## config.mk

```make
export PLATFORM = sky130hd
export DESIGN_NAME = alu_share_arbiter
export DESIGN_NICKNAME = d
export VERILOG_FILES = /design/src/rtl/alu_share_arbiter.sv
export SDC_FILE = /design/constraint.sdc
export NUM_CORES = 1
export LEC_CHECK = 0
export BUFFER_PORTS_ARGS = -buffer_cell sky130_fd_sc_hd__buf_4
export CORE_AREA = 2 2 119 121
export CTS_BUF_LIST = sky130_fd_sc_hd__clkbuf_8
export DETAILED_ROUTE_END_ITERATION = 16
export DIE_AREA = 0 0 121 123
export SLEW_MARGIN = 20
export SYNTH_ARGS = -nofsm -noshare
export SYNTH_HDL_FRONTEND = slang
export SYNTH_SLANG_ARGS = --single-unit
```

## constraint.sdc

```tcl
create_clock -name clk -period 1.86 [get_ports clk]
set_clock_uncertainty 0.1 [all_clocks]
set_input_delay 0.093 -clock clk [delete_from_list [all_inputs] [get_ports clk]]
set_output_delay 0.093 -clock clk [all_outputs]
set_load 0.02 [all_outputs]
```

## src/rtl/alu_share_arbiter.sv

```systemverilog
// Two-requester round-robin arbiter in front of one shared combinational ALU.
// Each requester has a one-entry response register with valid/ready handshake.
module alu_share_arbiter #(
  parameter int WIDTH = 32
) (
  input  logic             clk,
  input  logic             reset,
  input  logic             r0_valid,
  input  logic             r1_valid,
  output logic             r0_ready,
  output logic             r1_ready,
  input  logic [WIDTH-1:0] r0_a,
  input  logic [WIDTH-1:0] r0_b,
  input  logic [WIDTH-1:0] r1_a,
  input  logic [WIDTH-1:0] r1_b,
  input  logic [2:0]       r0_op,
  input  logic [2:0]       r1_op,
  output logic [WIDTH-1:0] alu_a,
  output logic [WIDTH-1:0] alu_b,
  output logic [2:0]       alu_ctrl,
  input  logic [WIDTH-1:0] alu_result,
  output logic             r0_rvalid,
  output logic             r1_rvalid,
  input  logic             r0_rready,
  input  logic             r1_rready,
  output logic [WIDTH-1:0] r0_result,
  output logic [WIDTH-1:0] r1_result
);

  logic ptr;
  logic elig0;
  logic elig1;
  logic grant0;
  logic grant1;

  // A port may issue only if its response slot is free or being drained now.
  always_comb begin
    elig0  = r0_valid && (!r0_rvalid || r0_rready) && !reset;
    elig1  = r1_valid && (!r1_rvalid || r1_rready) && !reset;
    grant0 = elig0 && (!elig1 || !ptr);
    grant1 = elig1 && (!elig0 || ptr);
  end

  assign r0_ready = grant0;
  assign r1_ready = grant1;

  // Steer the granted port to the ALU; idle cycles show port 0 with a neutral code.
  always_comb begin
    if (grant1) begin
      alu_a    = r1_a;
      alu_b    = r1_b;
      alu_ctrl = r1_op;
    end else if (grant0) begin
      alu_a    = r0_a;
      alu_b    = r0_b;
      alu_ctrl = r0_op;
    end else begin
      alu_a    = r0_a;
      alu_b    = r0_b;
      alu_ctrl = 3'b000;
    end
  end

  // Pointer moves to the loser on every grant so contention alternates.
  always_ff @(posedge clk) begin
    if (reset) begin
      ptr <= 1'b0;
    end else if (grant0) begin
      ptr <= 1'b1;
    end else if (grant1) begin
      ptr <= 1'b0;
    end else begin
      ptr <= ptr;
    end
  end

  // Port 0 response slot: a new grant overwrites even while the old result drains.
  always_ff @(posedge clk) begin
    if (reset) begin
      r0_rvalid <= 1'b0;
      r0_result <= {WIDTH{1'b0}};
    end else if (grant0) begin
      r0_rvalid <= 1'b1;
      r0_result <= alu_result;
    end else if (r0_rready) begin
      r0_rvalid <= 1'b0;
      r0_result <= r0_result;
    end else begin
      r0_rvalid <= r0_rvalid;
      r0_result <= r0_result;
    end
  end

  // Port 1 response slot, same behaviour as port 0.
  always_ff @(posedge clk) begin
    if (reset) begin
      r1_rvalid <= 1'b0;
      r1_result <= {WIDTH{1'b0}};
    end else if (grant1) begin
      r1_rvalid <= 1'b1;
      r1_result <= alu_result;
    end else if (r1_rready) begin
      r1_rvalid <= 1'b0;
      r1_result <= r1_result;
    end else begin
      r1_rvalid <= r1_rvalid;
      r1_result <= r1_result;
    end
  end

endmodule

```

After elaboration in Yosys (flattened, before gate mapping)
Index checks and enable logic that the tools add are counted.
- multiplexer cells: 10
- reduce and logical (&&, ||, !) cells: 19
- operator list (cell ; count):
    two-way mux 32 bit ; 2
    logical AND 1 bit ; 6
    zero test 1 bit ; 6
    two-way mux 1 bit ; 6
    two-way mux 3 bit ; 2
    nonzero test 2 bit ; 3
    logical OR 1 bit ; 4
- bits in registers: 67
- bits of input ports: 172

Logic depth before layout (Yosys ltp)
- depth after elaboration: 9
- mapped depth: 7
- mapped depth without buffers: 5

Worst setup path before layout
Ideal clock, no wire load.
- path type: register to output
- start point: register r1_rvalid
- end point: output alu_ctrl[0]
- path buffers: 1
- required time: 1.667 ns
- setup slack: 0.105 ns
- arrival: 1.562 ns
- cell stages (with the launch flop): 6
- path through: dfxtp_1 -> nand2b_1 -> and3_1 -> buf_2 -> nor3_4 -> a22o_1
- word-level cells in the longest chain between the ends: 9
- elaborated cells on any way between the ends: 10
- those cells by class: 2 x mux; 8 x reduce/logical
- RTL lines (element ; line ; source):
    start, declared ; 23 ; output logic r1_rvalid,
    start signal, assigned ; 106 ; r1_rvalid <= r1_rvalid;
    zero test 1 bit ; 39 ; elig1 = r1_valid && (!r1_rvalid || r1_rready) && !reset;
    logical OR 1 bit ; 39 ;
    logical AND 1 bit (2 in a row) ; 39 ;
    zero test 1 bit ; 40 ; grant0 = elig0 && (!elig1 || !ptr);
    logical OR 1 bit ; 40 ;
    logical AND 1 bit ; 40 ;
    via r0_ready ; 10 ; output logic r0_ready,
    two-way mux 3 bit ; 53 ; end else if (grant0) begin
    two-way mux 3 bit ; 49 ; if (grant1) begin
    end, declared ; 20 ; output logic [2:0] alu_ctrl,
The timed path passes the listed nets, and every way through them passes these cells.

Worst setup path after layout
- start point: register ptr
- end point: output alu_ctrl[1]
- word-level cells in the longest chain between the ends: 5
- elaborated cells on any way between the ends: 7
- those cells by class: 2 x mux; 5 x reduce/logical
- RTL lines (element ; line ; source):
    start, declared ; 30 ; logic ptr;
    start signal, assigned ; 73 ; ptr <= ptr;
    zero test 1 bit ; 40 ;
    logical OR 1 bit ; 40 ;
    logical AND 1 bit ; 40 ;
    two-way mux 3 bit ; 53 ;
    two-way mux 3 bit (*) ; 49 ;
Every way passes the cells marked *; elsewhere a longest branch is shown, timed or not.

==> metrics.yaml <==
hold_path:
  hold_depth: 3
  hold_end: "r1_rvalid"
  min-delay-start: "r1_rready"
  min_path_type: "input port to register"
timing:
  rsz0062_at_grt: "yes"
  clock.fmax_mhz: 517
  post-route-period-util_pct: 104
  final_max_slew_viol_count: 0
  setup_viol_count_final: 58
  relSlewSlack_pct: 61.9
  timing.final.hold_violations: 0
  worst_slew_pin_slew_ns: 0.569
  period_needed_ns: 1.93
  worst_slack_ns: -0.0742
synthesis:
  avgSynthCellArea_um2: 6.52
  synth_top_family_by_area: "simple AND/OR/NAND/NOR gates"
  ys_seq_elements: 67
  synth_cell_types: 18
  synthXorXnorAreaFrac_pct: 0
  synth-seq-area-share_pct: 40.3
  postSynthCellCount: 510
  synth_area_um2: 3320
  async_reset_ff_share_pct: 0
  synth_edf_count: 0
  synthSimpleGateAreaFrac_pct: 39.1
  yosys_most_used_dff: "dfxtp_1"
  synth-compound-area-share_pct: 14.4
  synth_fa_ha_area_share_pct: 0
  yosysWarnings: 0
  syn_nets: 682
  synthMuxAreaShare_pct: 0
setup_path:
  reg2regPathDepth: 8
  r2r-start: "ptr"
  worstPathRequired_ns: 1.67
  start_kind: "register"
  critical_path_arrival_ns: 1.74
  cpMostUsedCell: "buf_12"
  slowest_stage: "dfxtp_2"
  cpLargestDelayFamily: "buffers and inverters"
  crit_chain: "nand2b_4 -> o2111ai_4 -> buf_12 -> inv_16 -> buf_12 -> a22o_1 -> buf_6"
  timing.rr.end: "r1_result[5]"
  crit_path_start: "ptr"
  path_max_fanout: 8
  critPathKind: "register to output port"
  endpoint_kind: "output port"
  cp_num_buf_inv: 4
  reg2reg_slack_ns: 0.15
  slowest_delay_ns: 0.32
route:
  wl_per_cell_um: 15.7
  final_antenna_net_count: 0
  wl_um: 16300
  drt_iter0_drc: 216
  first_pass_iters: 4
  drc: 0
  via_per_inst: 4.42
  vias: 4585
die:
  rows: 43
  start_util_pct: 24.4
  dieArea_um2: 14900
  core-area_um2: 13600
  die_width_um: 121
  die_y_um: 123
  io_pins: 307
final_layout:
  final_cells: 1037
  final_cell_mix: "293 x buf_4, 283 x nand2_1, 65 x dfxtp_1"
  drive_gt1_share_pct: 42.7
  fillers: 1373
  utilization_pct: 50.4
  layout-area-overhead-vs-synth_pct: 106
  fin_area_um2: 6850
  final_common_cell: "buf_4"
  nets: 1025
  antennaDiodeCount: 0
placement:
  pre_cts_ws_ns: 0.140
  hpwl_um: 10700
  port_buffers: 306
  post_dp_cell_area_um2: 5820
  globalplace.congestion: 0.773
  post-place-cells: 967
status:
  status: "finished with violations"
  violations: "setup timing"
cts:
  clk_path_buf_depth: 2
  clk_latency_ns: 0.35
  numClockSinks: 67
  clockRootBuffer: "clkbuf_8"
  cts_buffers: 9
  clk_pin_slew_ns: 0.07
  cts.htree.levels: 3
  cts_tree: "done"
grt:
  track_usage_pct: 20.4
  globalRouteOverflowTotal: 0
  grt_max_degree: 34
  grt_pass1_vias: 4292
  antenna_found_initial: 0
  grt_pass1_wl_um: 23300
pwr:
  max-vdd-ir-drop_uv: 339
  power_density_nw_per_um2: 635
  p_leak_nw: 3.56
flow_run:
  maxCapViolCount: 0
==> area by class of cell <==
class	instances	area [um^2]	share of cell area, %
timing repair buffer	373	3240	47.3
multi-input combinational	400	1830	26.6
sequential	67	1340	19.6
tap	180	225	3.29
clock buffer	11	151	2.21
clock inverter	4	42.5	0.621
inverter	2	23.8	0.347
==> cell usage after synthesis, types with 2 or more instances <==
cell type | count | area, um^2
a21oi_1 | 33 | 165
a22o_1 | 3 | 26.3
buf_2 | 20 | 100
buf_4 | 5 | 37.5
clkbuf_1 | 16 | 60.1
dfxtp_1 | 67 | 1340
inv_2 | 2 | 7.51
nand2_1 | 289 | 1080
nand2b_1 | 3 | 18.8
nand3_1 | 32 | 160
o211ai_1 | 32 | 240
o21a_1 | 2 | 15.0
==> state kept, by name, summed over array words and instances, names as in the netlist <==
register / cells
ptr: 1
r0_result: 32
r0_rvalid: 1
r1_result: 32
r1_rvalid: 1
==> per-layer routing <==
metal	global-route usage (%)	vias up	routed length (um)
li1	-	2330	-
met1	25.9	2053	6800
met2	33.5	189	7890
met3	6.04	13	1350
met4	5.81	0	239
met5	0	-	0
==> worst max-delay path by stage <==
| stage | to | cells past startpoint |
|---|---|---|
| after floorplan | alu_ctrl[0] | 5 |
| after global placement | alu_b[0] | 6 |
| after detailed placement | alu_b[0] | 6 |
| after CTS | alu_ctrl[1] | 7 |
| after global routing | alu_ctrl[1] | 7 |
| final | alu_ctrl[1] | 7 |
==> repair_timing <==
item,in CTS,in global routing
resized for setup,43,12
buffers inserted,12,0
endpoints found under the setup margin,69,67
hold buffers,36,0
cloned,7,1
pin swaps,2,2
hold endpoints to repair,65,0
==> cell families (layout without fill, tap and decap cells) <==
logic type | Yosys count | count (layout)
simple gates | 328 | 328
compound gates | 72 | 72
flops | 67 | 67
buf+inv | 43 | 390
==> worst register-to-register path, delay by kind of cell, from the launching register on <==
kind	cells	cell delay, ns
compound gates	2	0.28
simple gates	2	0.21
flops	1	0.32
buf+inv	4	0.67
==> per-stage QoR <==
step                hold slack [ns]  total power, mW  TNS [ns]
finish                       0.0387             4.35     -1.42
global route                 0.0398             4.56     -8.65
CTS                          0.0165             4.39     -3.80
detailed placement            0.215             2.95         0
global placement              0.213             2.95         0
floorplan                     0.116             2.21         0
==> where the power goes <==
| group | total, mW | internal (mW) | switching (mW) |
|---|---|---|---|
| registers | 1.56 | 1.52 | 0.0435 |
| clock network | 1.21 | 0.673 | 0.541 |
| logic | 1.58 | 0.795 | 0.784 |
No activity file was read; power rests on OpenSTA's default activity.
